--- config.mk ---
export PLATFORM = sky130hd
export DESIGN_NAME = traf_ctrl_param_flat
export DESIGN_NICKNAME = d
export VERILOG_FILES = /design/src/rtl/traf_ctrl_param_if.sv /design/src/rtl/traf_ctrl_param.sv /design/src/flat_wrapper.sv
export SDC_FILE = /design/constraint.sdc
export NUM_CORES = 1
export LEC_CHECK = 0
export CAP_MARGIN = 15
export CORE_AREA = 2 2 63 77
export CTS_BUF_LIST = sky130_fd_sc_hd__clkbuf_8
export DETAILED_ROUTE_END_ITERATION = 8
export DIE_AREA = 0 0 65 79
export GPL_TIMING_DRIVEN = 0
export PLACE_DENSITY = 0.81
export SKIP_CTS_REPAIR_TIMING = 1
export SYNTH_ARGS = -nofsm -noshare
export SYNTH_HDL_FRONTEND = slang
export SYNTH_SLANG_ARGS = --single-unit
--- constraint.sdc ---
create_clock -name clk -period 3.9 [get_ports clk]
set_input_delay 0.78 -clock clk [delete_from_list [all_inputs] [get_ports clk]]
set_output_delay 0.78 -clock clk [all_outputs]
set_load 0.05 [all_outputs]
--- src/rtl/traf_ctrl_param_if.sv ---
// Detector/mode inputs and lamp/status outputs of the traffic-light controller.
interface traf_ctrl_param_if;
  logic       req_sgn;
  logic       flash_en;
  logic [5:0] led;
  logic [2:0] state_o;
  logic       req_pend;

  modport master (
    output req_sgn, flash_en,
    input  led, state_o, req_pend
  );

  modport slave (
    input  req_sgn, flash_en,
    output led, state_o, req_pend
  );
endinterface

--- src/rtl/traf_ctrl_param.sv ---
// Two-road traffic-light controller with main-road priority, all-red clearance,
// latched country request and a night/fault flashing mode.
module traf_ctrl_param #(
  parameter int unsigned      CNT_W    = 32,
  parameter logic [CNT_W-1:0] T_MG     = CNT_W'(64'd3_000_000_000),
  parameter logic [CNT_W-1:0] T_Y      = CNT_W'(64'd200_000_000),
  parameter logic [CNT_W-1:0] T_AR     = CNT_W'(64'd100_000_000),
  parameter logic [CNT_W-1:0] T_CG_MIN = CNT_W'(64'd300_000_000),
  parameter logic [CNT_W-1:0] T_CG_MAX = CNT_W'(64'd1_000_000_000),
  parameter logic [CNT_W-1:0] T_BLINK  = CNT_W'(64'd50_000_000)
) (
  input logic              clk,
  input logic              rst,
  traf_ctrl_param_if.slave bus
);

  typedef enum logic [2:0] {
    S_MG    = 3'd0,
    S_MY    = 3'd1,
    S_AR1   = 3'd2,
    S_CG    = 3'd3,
    S_CY    = 3'd4,
    S_AR2   = 3'd5,
    S_FLASH = 3'd6
  } state_e;

  localparam logic [CNT_W-1:0] ONE         = CNT_W'(1);
  localparam logic [CNT_W-1:0] MG_LAST     = T_MG - ONE;
  localparam logic [CNT_W-1:0] Y_LAST      = T_Y - ONE;
  localparam logic [CNT_W-1:0] AR_LAST     = T_AR - ONE;
  localparam logic [CNT_W-1:0] CG_MIN_LAST = T_CG_MIN - ONE;
  localparam logic [CNT_W-1:0] CG_MAX_LAST = T_CG_MAX - ONE;
  localparam logic [CNT_W-1:0] BLINK_LAST  = T_BLINK - ONE;

  state_e           state_q, state_d;
  logic [CNT_W-1:0] cnt_q, cnt_d;
  logic [5:0]       led_q, led_d;
  logic             req_pend_q, req_pend_d;
  logic             blink_q, blink_d;
  logic             chg;
  logic             blink_wrap;

  always_comb begin
    state_d = state_q;
    case (state_q)
      S_MG:    if (bus.flash_en || (cnt_q >= MG_LAST && req_pend_q)) state_d = S_MY;
      S_MY:    if (cnt_q == Y_LAST) state_d = S_AR1;
      S_AR1:   if (cnt_q == AR_LAST) state_d = bus.flash_en ? S_FLASH : S_CG;
      S_CG:    if (bus.flash_en || cnt_q == CG_MAX_LAST ||
                   (cnt_q >= CG_MIN_LAST && !bus.req_sgn)) state_d = S_CY;
      S_CY:    if (cnt_q == Y_LAST) state_d = S_AR2;
      S_AR2:   if (cnt_q == AR_LAST) state_d = bus.flash_en ? S_FLASH : S_MG;
      S_FLASH: if (!bus.flash_en) state_d = S_AR2;
      default: state_d = S_AR2;
    endcase

    chg        = (state_d != state_q);
    blink_wrap = (state_q == S_FLASH) && (cnt_q == BLINK_LAST);

    // In FLASH the dwell counter doubles as the blink half-period timer.
    if (chg || blink_wrap)  cnt_d = '0;
    else if (cnt_q != '1)   cnt_d = cnt_q + ONE;
    else                    cnt_d = cnt_q;

    if (chg)             blink_d = 1'b0;
    else if (blink_wrap) blink_d = ~blink_q;
    else                 blink_d = blink_q;

    if (chg && (state_d == S_CG || state_d == S_FLASH))
      req_pend_d = 1'b0;
    else if (bus.req_sgn && state_q != S_CG && state_q != S_FLASH)
      req_pend_d = 1'b1;
    else
      req_pend_d = req_pend_q;

    // Lamps decoded from the next state so led and state_o change on the same edge.
    case (state_d)
      S_MG:    led_d = 6'b001_100;
      S_MY:    led_d = 6'b010_100;
      S_CG:    led_d = 6'b100_001;
      S_CY:    led_d = 6'b100_010;
      S_FLASH: led_d = blink_d ? 6'b000_000 : 6'b010_100;
      default: led_d = 6'b100_100;
    endcase
  end

  always_ff @(posedge clk) begin
    if (rst) begin
      state_q    <= S_AR2;
      cnt_q      <= '0;
      led_q      <= 6'b100_100;
      req_pend_q <= 1'b0;
      blink_q    <= 1'b0;
    end else begin
      state_q    <= state_d;
      cnt_q      <= cnt_d;
      led_q      <= led_d;
      req_pend_q <= req_pend_d;
      blink_q    <= blink_d;
    end
  end

  assign bus.led      = led_q;
  assign bus.state_o  = state_q;
  assign bus.req_pend = req_pend_q;

  // Never a green or yellow on both roads at once.
  a_no_conflict: assert property (@(posedge clk)
    !((led_q[4] || led_q[3]) && (led_q[1] || led_q[0])));

endmodule

--- src/flat_wrapper.sv ---
// flat-port wrapper written by rule: the top's interface ports become plain ports
module traf_ctrl_param_flat 
#(
  parameter int unsigned      CNT_W    = 32,
  parameter logic [CNT_W-1:0] T_MG     = CNT_W'(64'd3_000_000_000),
  parameter logic [CNT_W-1:0] T_Y      = CNT_W'(64'd200_000_000),
  parameter logic [CNT_W-1:0] T_AR     = CNT_W'(64'd100_000_000),
  parameter logic [CNT_W-1:0] T_CG_MIN = CNT_W'(64'd300_000_000),
  parameter logic [CNT_W-1:0] T_CG_MAX = CNT_W'(64'd1_000_000_000),
  parameter logic [CNT_W-1:0] T_BLINK  = CNT_W'(64'd50_000_000)
)
  (clk, rst, bus_req_sgn, bus_flash_en, bus_led, bus_state_o, bus_req_pend);
  traf_ctrl_param_if bus_i ();
  input logic clk;
  input logic rst;
  input wire logic [$bits(bus_i.req_sgn)-1:0] bus_req_sgn;
  input wire logic [$bits(bus_i.flash_en)-1:0] bus_flash_en;
  output wire logic [$bits(bus_i.led)-1:0] bus_led;
  output wire logic [$bits(bus_i.state_o)-1:0] bus_state_o;
  output wire logic [$bits(bus_i.req_pend)-1:0] bus_req_pend;
  assign bus_i.req_sgn = bus_req_sgn;
  assign bus_i.flash_en = bus_flash_en;
  assign bus_led = bus_i.led;
  assign bus_state_o = bus_i.state_o;
  assign bus_req_pend = bus_i.req_pend;
  traf_ctrl_param #(.CNT_W(CNT_W), .T_MG(T_MG), .T_Y(T_Y), .T_AR(T_AR), .T_CG_MIN(T_CG_MIN), .T_CG_MAX(T_CG_MAX), .T_BLINK(T_BLINK)) u_core (.clk(clk), .rst(rst), .bus(bus_i));
endmodule
### After elaboration in Yosys (flattened, before gate mapping)

Index checks and enable logic that the tools add are counted.

* reductions and logical operators: 16
* $lt $le $gt $ge: 2
* $mul: 0
* bitwise logic cells: 1
* add/subtract/negate cells: 1
* shifts and indexed selects: 0
* mux-type cells: 14
* eq/ne operators: 18
* divide/modulo/power cells: 0

Operator list (number)
* $add A32 B1 Y32 const B: 1
* $eq A32 B26 Y1 const B: 1
* $eq A32 B27 Y1 const B: 1
* $eq A32 B28 Y1 const B: 1
* $eq A32 B30 Y1 const B: 1
* $ge A32 B29 Y1 const B: 1
* $ge A32 B32 Y1 const B: 1
* $ne A32 B32 Y1 const B: 1
* $pmux W6 S5: 1
* $mux W3: 9
* $pmux W3 S7: 1
* $eq A3 B3 Y1 const B: 5
* $eq A3 B2 Y1 const B: 3
* $eq A3 B1 Y1 const B: 2
* $logic_and A1 B1 Y1: 6
* $logic_not A3 Y1: 2
* $logic_or A1 B1 Y1: 5
* $mux W5: 1
* $reduce_or A2 Y1: 2
* $ne A3 B2 Y1 const B: 1
* $ne A3 B3 Y1: 1
* $ne A3 B3 Y1 const B: 1
* $mux W1: 2
* $logic_not A1 Y1: 1
* $not A1 Y1: 1

* latch bits: 0
* word-level logic and storage cells: 57
* register bits after elaboration: 43
* memory bits (writable): 0
* input port bits: 4
* memories kept: 0
* memory bits (read-only): 0

### Logic depth before layout (Yosys ltp)

Gate-level depths: netlist of the first run.

* depth in word-level cells: 9
* depth in mapped cells: 10
* mapped depth without buffers: 9

### Worst setup path after synthesis of the first run

OpenSTA, ideal clock, no wires.

* path kind: register to register
* start point: register u_core.cnt_q[26]
* end point: register u_core.cnt_q[0]
* cell stages (with the launch flop): 11
* buffers on the path: 2
* setup time: 0.116 ns
* arrival: 2.767 ns
* slack: 1.017 ns
* path through: dfxtp_1 buf_6 or4b_1 or3_4 nor4_4 mux2i_1 nor4b_4 mux2_4 o21ai_2 buf_6 nor2_1

* cells in the longest elaborated chain, start to end: 8
* elaborated cells on any way between the ends: 23
* those cells by class: order compare: 2; eq/ne: 6; mux: 7; reduce/logical: 8

Ends and longest elaborated chain
* from (decl): line traf_ctrl_param.sv:36 `logic [CNT_W-1:0] cnt_q, cnt_d;`
* from (signal assigned): line traf_ctrl_param.sv:96 `cnt_q <= cnt_d;`
* $ge A32 B29 Y1 (tied with other cells): line traf_ctrl_param.sv:50 `(cnt_q >= CG_MIN_LAST && !bus.req_sgn)) state_d = S_CY;`
* $logic_and A1 B1 Y1 (tied with other cells): line traf_ctrl_param.sv:50
* $logic_or A1 B1 Y1 (on tied branches): line traf_ctrl_param.sv:49, traf_ctrl_param.sv:46
* $mux W3 (on tied branches): line traf_ctrl_param.sv:49, traf_ctrl_param.sv:46
* $pmux W3 S7: line traf_ctrl_param.sv:45 `case (state_q)`
* $ne A3 B3 Y1: line traf_ctrl_param.sv:57 `chg = (state_d != state_q);`
* $logic_or A1 B1 Y1: line traf_ctrl_param.sv:61 `if (chg || blink_wrap) cnt_d = '0;`
* $reduce_or A2 Y1 (no line)

Parallel ways exist; a longest one is shown, timed or not.
A chain may end at the register's enable or synchronous reset.

### Worst setup path in the final report of the first run

* start point: register u_core.cnt_q[12]
* end point: register u_core.cnt_q[30]

Same word-level chain as after synthesis.

==> flow_summary.ini, run 1 <==
[synth]
synth_edf_count = 0
yosys-top-cells-area = dfxtp_1, nor2_1, xnor2_1, xor2_1, nand2_1
syn_inst = 330
synth_nets = 335
avgSynthCellArea_um2 = 8.02
syn_area_um2 = 2650
synthFlopType = dfxtp_1
synth_area_leader_cell = dfxtp_1
synth-seq-cells = 43
async_flop_share = 0
synth_common_cells = nor2_1, dfxtp_1, nand2_1
yosysWarningCount = 0
yosysUniqueCellTypes = 58
ys_seq_area_frac = 0.325
synth.top_cell.area_share = 0.325
yosys.cell_count.top_type = nor2_1

[power]
clkPwrFrac = 0.384
leakage_nw = 1.01
seq_power_share = 0.572
peakVddDrop_mv = 0.279
p_sw_frac = 0.250
finalPower_w = 0.000779
internal-power_w = 0.000584
powerDensity_nw_per_um2 = 265
pwr-share-comb = 0.043
p_switching_w = 0.000195

[floorplan]
start_util = 0.598
dieArea_um2 = 5140
rows = 27
core-area_um2 = 4430
die_h_um = 79
die_width_um = 65
io_pins = 14

[setup_path]
worstPathCellList = clkbuf_1 > or4b_1 > or3_4 > nor4_4 > mux2i_1 > nor4b_4 > mux2_4 > o211ai_4 > buf_6 > nor2_1
crit_arrival_ns = 3.52
timing.rr.end = u_core.cnt_q[30]
required_ns = 4.11
cp-end-kind = register
r2r-start = u_core.cnt_q[12]
rrSetupSlack_ns = 0.59
crit_type = reg -> reg
critPathLaunch = u_core.cnt_q[12]
reg2reg_depth = 10
max_stage_delay_ns = 0.50
path_max_fanout = 10
slowest_stage = or4b_1
crit_path_start_kind = register

[sta]
worst_pin_slew_ns = 0.953
fin_setup_tns_ns = 0
fin_worst_skew_ns = 0.0127
fin_ws_ns = 0.594
hold_viol = 0
maxSlewViolCount = 0
period_minus_slack_ns = 3.31
fin_crit_sh = 0.848
rsz0062_at_grt = false
setup_viol = 0
fmax_mhz = 303
timing.slew.headroom = 0.356

[global_routing]
track_usage = 0.288
grt_max_degree = 16
grt-ovfl-total = 0
antenna_found_initial = 0
grt_pass1_wl_mm = 11.5
first_global_vias = 2372

[clock_network]
numClockSinks = 43
htreeDepth = 2
cts_root_buf = clkbuf_8
tritoncts = yes
clk_pin_slew_ns = 0.10
cts_made_buffers = 5
clock_path_buffers = 2
clk_latency_ns = 0.31

[final_layout]
area_growth_pct = 11.2
stdcell_area_um2 = 2940
fin_util = 0.664
layout.nets = 355
layout-drive-gt1-share = 0.0712
antennaDiodeCount = 0

[drt]
drtIter0Drc = 236
viasPerCell = 6.16
ant_nets = 0
dr.pass1.iters = 5
drt-total-wl_mm = 6.82
drc = 0
avgRoutedWirePerCell_um = 16.7
via_count = 2521

[min_path]
hold_path_class = reg -> reg
worstHoldEndpoint = u_core.cnt_q[1]
min_from = u_core.cnt_q[1]
hold_depth = 2

[job]
drv_cap = 0

[place]
dpl_cell_area_um2 = 2850
detailed_place_hpwl_mm = 5.04
io_buffers = 13
pre_cts_ws_ns = 0.340
gp_congestion = 1.00

[status]
outcome = complete, no violations
## sequential cells by signal, indices dropped and copies added, names as in the netlist
| register | flops |
|---|---|
| u_core.bus.state_o | 3 |
| u_core.cnt_q | 32 |
| u_core.blink_q | 1 |
| u_core.bus.req_pend | 1 |
| u_core.bus.led | 6 |
## cell type report
type                            instances  area (um^2)
Timing Repair Buffer                   13          130
Inverter                                3         11.3
Buffer                                 23          111
Sequential cell                        43          861
Clock buffer                            5         68.8
Fill cell                             400         1490
Multi-Input combinational cell        261         1660
Clock inverter                          3         23.8
Tap cell                               58         72.6
## critical path, delay by kind of cell, from the launching register on
kind,cells,cell delay [ns]
buffers and inverters,2,0.41
muxes,2,0.54
and+or+nand+nor,5,1.61
DFF,1,0.30
AOI/OAI and AO/OA,1,0.34
## cells by family (layout without fill, tap and decap cells)
logic type / after synthesis / count (layout) / synth area share
xor+xnor: 33 / 33 / 0.109
fa+ha+maj: 1 / 1 / 0.00473
compound gates: 40 / 40 / 0.113
flops: 43 / 43 / 0.325
mux: 3 / 3 / 0.0137
buf+inv: 26 / 47 / 0.0464
simple gates: 184 / 184 / 0.388
## worst max path at each step
stage	end	slack [ns]	cells past startpoint
4_1_cts	u_core.cnt_q[13]	0.58	10
2_1_floorplan	u_core.cnt_q[0]	1.02	10
5_1_grt	u_core.cnt_q[13]	0.38	10
6_report	u_core.cnt_q[30]	0.59	10
3_3_place_gp	u_core.cnt_q[0]	0.34	9
3_5_place_dp	u_core.cnt_q[30]	0.34	9
## stage by stage
| step | hold WS [ns] | std cells |
|---|---|---|
| floorplan | 0.449 | 330 |
| global placement | 0.460 | 401 |
| detailed placement | 0.477 | 401 |
| CTS | 0.488 | 409 |
| global route | 0.554 | 409 |
| finish | 0.486 | 409 |
## placed cells by master (no fill, tap or decap), types with 10 or more instances in the layout
cell	netlist	routed
nor2_1	51	51
dfxtp_1	43	43
nand2_1	30	30
nand4_1	18	18
clkbuf_1	18	18
xnor2_1	17	17
xor2_1	16	16
and3_1	13	13
clkdlybuf4s50_1	0	13
nand3_1	11	11
a21oi_1	10	10
nor3_1	10	10
## power groups by stage
stage / clock (W) / combinational, W / sequential [W]
after floorplan: 0 / 0.0000188 / 0.000458
after global placement: 0 / 0.0000325 / 0.000456
after detailed placement: 0 / 0.0000334 / 0.000456
after CTS: 0.000308 / 0.0000336 / 0.000446
after global routing: 0.000319 / 0.0000374 / 0.000446
final: 0.000299 / 0.0000337 / 0.000446
## metal layers
layer | vias to the layer above | routed length [um] | global-route usage
met4 | 0 | 267 | 0.134
met2 | 93 | 3390 | 0.501
li1 | 1227 | - | -
met5 | - | 0 | 0
met1 | 1180 | 2840 | 0.345
met3 | 21 | 325 | 0.0411
Note: power is estimated with default switching activity, not from simulation.
==> inputs of run 2 (changes only) <==
- CORE_AREA: 2 2 63 77 -> 2 2 66 81
- DIE_AREA: 0 0 65 79 -> 0 0 68 83
- PLACE_DENSITY: 0.81 -> 0.77
- clock period: 3.9 -> 2.9 ns (I/O delays scaled with it)
==> flow_summary.ini, run 2 (synthesis gave the netlist of run 1 again) <==
[status]
outcome = finished, violations left
violations = negative setup slack

[drt]
drc = 0
drtIter0Drc = 315
dr.pass1.iters = 5
avgRoutedWirePerCell_um = 17.1
viasPerCell = 6.27
drt-total-wl_mm = 7.12
ant_nets = 0
via_count = 2616

[floorplan]
die_width_um = 68
rows = 28
start_util = 0.547
io_pins = 14
die_h_um = 83
dieArea_um2 = 5640
core-area_um2 = 4830

[sta]
maxSlewViolCount = 0
period_minus_slack_ns = 3.02
fmax_mhz = 332
timing.slew.headroom = 0.446
worst_pin_slew_ns = 0.820
setup_viol = 24
hold_ws_ns = 0.495
rsz0062_at_grt = true
fin_crit_sh = 1.04
fin_ws_ns = -0.116
fin_setup_tns_ns = -1.78
fin_worst_skew_ns = 0.00990
hold_viol = 0

[final_layout]
seqCellArea_um2 = 875
layout-drive-gt1-share = 0.213
largest_register_ffs = 32
layout_commonest_cell = nor2_1
fillers = 425
area_growth_pct = 20.3
fin_util = 0.658
largest-register = u_core.cnt_q
antennaDiodeCount = 0
layout.nets = 361
final_cell_mix = nor2_1, dfxtp_1, nand2_1, nand4_1, xnor2_1
multi_input_area_um2 = 1780

[min_path]
min_from = u_core.cnt_q[1]
hold_depth = 2
hold_path_class = reg -> reg
worstHoldEndpoint = u_core.cnt_q[1]

[setup_path]
reg2reg_depth = 9
cp-end-kind = register
rrSetupSlack_ns = -0.12
r2r-start = u_core.cnt_q[21]
crit_path_start_kind = register
crit_type = reg -> reg
max_stage_delay_ns = 0.51
slowest_stage = dfxtp_1
critPathLaunch = u_core.cnt_q[21]
path_max_fanout = 10
crit_arrival_ns = 3.21
path_delay_family = simple AND/OR/NAND/NOR gates
required_ns = 3.10
timing.rr.end = u_core.cnt_q[4]
cp.buffers_inverters = 1
worstPathCellList = and3_2 > nand4_1 > nor4_1 > nor3b_1 > nor4b_4 > mux2_4 > o211ai_4 > buf_6 > nor2_1

[job]
drv_cap = 0

[place]
gp_congestion = 0.928
io_buffers = 13
detailed_place_hpwl_mm = 4.77

[power]
p_switching_w = 0.000256
p_sw_frac = 0.244
leakage_nw = 1.10
peakVddDrop_mv = 0.213
powerDensity_nw_per_um2 = 329
seq_power_share = 0.572
clkPwrFrac = 0.368
internal-power_w = 0.000790
pwr-share-comb = 0.060

[clock_network]
cts_made_buffers = 5
clk_latency_ns = 0.31
cts_root_buf = clkbuf_8
clk_pin_slew_ns = 0.08
clock_path_buffers = 2
htreeDepth = 2
tritoncts = yes
numClockSinks = 43

[global_routing]
grt-ovfl-total = 0
grt_max_degree = 15
track_usage = 0.243
grt_pass1_wl_mm = 10.8
first_global_vias = 2296
antenna_found_initial = 0
## run 2: cell count changes in the layout (fill, tap and decap cells not counted), sizes merged
cell | before | now
buf | 5 | 22
clkinv | 0 | 1
clkbuf | 23 | 12
inv | 4 | 3
## run 2: cell type report
| class | count | area share |
|---|---|---|
| Multi-Input combinational cell | 261 | 0.560 |
| Clock inverter | 3 | 0.00629 |
| Inverter | 3 | 0.00354 |
| Timing Repair Buffer | 31 | 0.0881 |
| Sequential cell | 43 | 0.275 |
| Buffer | 11 | 0.0224 |
| Tap cell | 60 | 0.0236 |
| Clock buffer | 5 | 0.0216 |
## run 2: through the flow
stage	area (um^2)	setup WS, ns	instances	total power, W
global route	3180	-0.169	417	0.00109
CTS	2940	-0.371	411	0.00104
detailed placement	2850	-0.383	403	0.000658
finish	3180	-0.116	417	0.00105
floorplan	2650	0.0171	330	0.000641
global placement	2850	-0.386	403	0.000657
## run 2: worst reg2reg max path, stage by stage, from the launching register on
cell      delay (ns)
dfxtp_1         0.51
and3_2          0.39
nand4_1         0.25
nor4_1          0.33
nor3b_1         0.12
nor4b_4         0.36
mux2_4          0.38
o211ai_4        0.35
buf_6           0.18
nor2_1          0.05
## run 2: worst max-delay path by stage
stage | end | cells past startpoint
2_1_floorplan | u_core.cnt_q[0] | 10
3_3_place_gp | u_core.cnt_q[11] | 9
3_5_place_dp | u_core.cnt_q[4] | 9
4_1_cts | u_core.cnt_q[2] | 10
5_1_grt | u_core.cnt_q[10] | 9
6_report | u_core.cnt_q[4] | 9
## run 2: layer usage
layer	routed length (um)	up-vias	global-route usage
li1	-	1244	-
met1	2910	1240	0.313
met2	3570	117	0.386
met3	448	15	0.0461
met4	184	0	0.105
met5	0	-	0
## run 2: power groups by stage
stage	logic [W]	registers (W)	clock network, W
after floorplan	0.0000252	0.000616	0
after global placement	0.0000445	0.000613	0
after detailed placement	0.0000453	0.000613	0
after CTS	0.0000457	0.000599	0.000399
after global routing	0.0000679	0.000599	0.000423
final	0.0000633	0.000598	0.000385
==> inputs of run 3 (changes only) <==
- clock period: 2.9 -> 2.6 ns (I/O delays scaled with it)
==> flow_summary.ini, run 3 (synthesis gave the netlist of run 1 again) <==
[floorplan]
die_h_um = 83
dieArea_um2 = 5640
io_pins = 14
die_width_um = 68
core-area_um2 = 4830
start_util = 0.547
rows = 28

[status]
outcome = finished, violations left
violations = negative setup slack

[sta]
setup_viol = 41
period_minus_slack_ns = 3.09
worst_pin_slew_ns = 0.820
fin_crit_sh = 1.19
maxSlewViolCount = 0
fin_ws_ns = -0.487
fin_setup_tns_ns = -15.12
timing.slew.headroom = 0.446
rsz0062_at_grt = true
fin_worst_skew_ns = 0.0127
hold_viol = 0
fmax_mhz = 324

[final_layout]
area_growth_pct = 22.4
layout_commonest_cell = nor2_1
antennaDiodeCount = 0
layout-drive-gt1-share = 0.196
layout.nets = 372
largest-register = u_core.cnt_q
final_cell_mix = nor2_1, dfxtp_1, nand2_1, buf_4, nand4_1
largest_register_ffs = 32
final_cells = 428

[setup_path]
cp-end-kind = register
reg2reg_depth = 9
timing.rr.end = u_core.cnt_q[8]
crit_arrival_ns = 3.28
path_max_fanout = 6
crit_path_start_kind = register
crit_type = reg -> reg
r2r-start = u_core.cnt_q[26]
rrSetupSlack_ns = -0.49
required_ns = 2.79

[place]
detailed_place_hpwl_mm = 4.66
gp_congestion = 0.906
dp_cells = 403
io_buffers = 13

[global_routing]
antenna_found_initial = 0
grt-ovfl-total = 0
track_usage = 0.241
first_global_vias = 2241
grt_max_degree = 15
grt_pass1_wl_mm = 10.7

[power]
leakage_nw = 1.14
powerDensity_nw_per_um2 = 359
peakVddDrop_mv = 0.239

[drt]
avgRoutedWirePerCell_um = 16.5
drt-total-wl_mm = 7.07
drc = 0
ant_nets = 0
dr.pass1.iters = 5
via_count = 2643
drtIter0Drc = 349
viasPerCell = 6.18

[clock_network]
clock_path_buffers = 2
htreeDepth = 2
cts_root_buf = clkbuf_8
tritoncts = yes
numClockSinks = 43
clk_latency_ns = 0.30
cts_made_buffers = 5
clk_pin_slew_ns = 0.09

[min_path]
min_from = u_core.cnt_q[1]
worstHoldEndpoint = u_core.cnt_q[1]
hold_path_class = reg -> reg
hold_depth = 2

[job]
drv_cap = 0
-- run 3: final cells by class --
class / instances / area (um^2)
Buffer: 13 / 78.8
Clock buffer: 5 / 68.8
Clock inverter: 3 / 20.0
Fill cell: 395 / 1600
Inverter: 3 / 11.3
Multi-Input combinational cell: 261 / 1760
Sequential cell: 43 / 871
Tap cell: 60 / 75.1
Timing Repair Buffer: 40 / 353
-- run 3: power breakdown --
part | total, W | switching [W] | internal, W
Combinational | 0.0000672 | 0.0000387 | 0.0000284
Clock | 0.000431 | 0.000244 | 0.000187
Sequential | 0.000666 | 0.00000453 | 0.000661
Total | 0.00116 | 0.000287 | 0.000877
-- run 3: layer usage --
| layer | part of all wire | track usage | vias up |
|---|---|---|---|
| li1 | - | - | 1260 |
| met1 | 0.43 | 0.334 | 1231 |
| met2 | 0.47 | 0.378 | 125 |
| met3 | 0.067 | 0.0393 | 27 |
| met4 | 0.038 | 0.0764 | 0 |
| met5 | 0 | 0 | - |
-- run 3: worst max path at each step --
stage | slack [ns] | endpoint | startpoint
floorplan | -0.18 | u_core.cnt_q[28] | u_core.cnt_q[26]
global placement | -0.69 | u_core.cnt_q[4] | bus_flash_en
detailed placement | -0.66 | u_core.cnt_q[4] | bus_flash_en
CTS | -0.61 | u_core.cnt_q[4] | u_core.cnt_q[21]
global route | -0.55 | u_core.cnt_q[8] | u_core.cnt_q[28]
finish | -0.49 | u_core.cnt_q[8] | u_core.cnt_q[26]
-- run 3: worst max-delay path, stage by stage, from the launching register on --
cell	delay, ns
dfxtp_4	0.38
or4b_4	0.52
or3_4	0.37
nor4_4	0.21
mux2i_2	0.13
nor4b_4	0.39
mux2_4	0.37
o211ai_4	0.32
buf_6	0.21
nor2_1	0.06
-- run 3: through the flow --
step                worst slack (ns)  hold WS (ns)  cell area (um^2)  total power (W)   util
floorplan                     -0.177         0.449              2660         0.000716      -
global placement              -0.694         0.463              2860         0.000735  0.592
detailed placement            -0.665         0.471              2860         0.000735  0.592
CTS                           -0.611         0.483              2950          0.00116  0.610
global route                  -0.553         0.506              3240          0.00120  0.670
finish                        -0.487         0.475              3240          0.00116  0.670
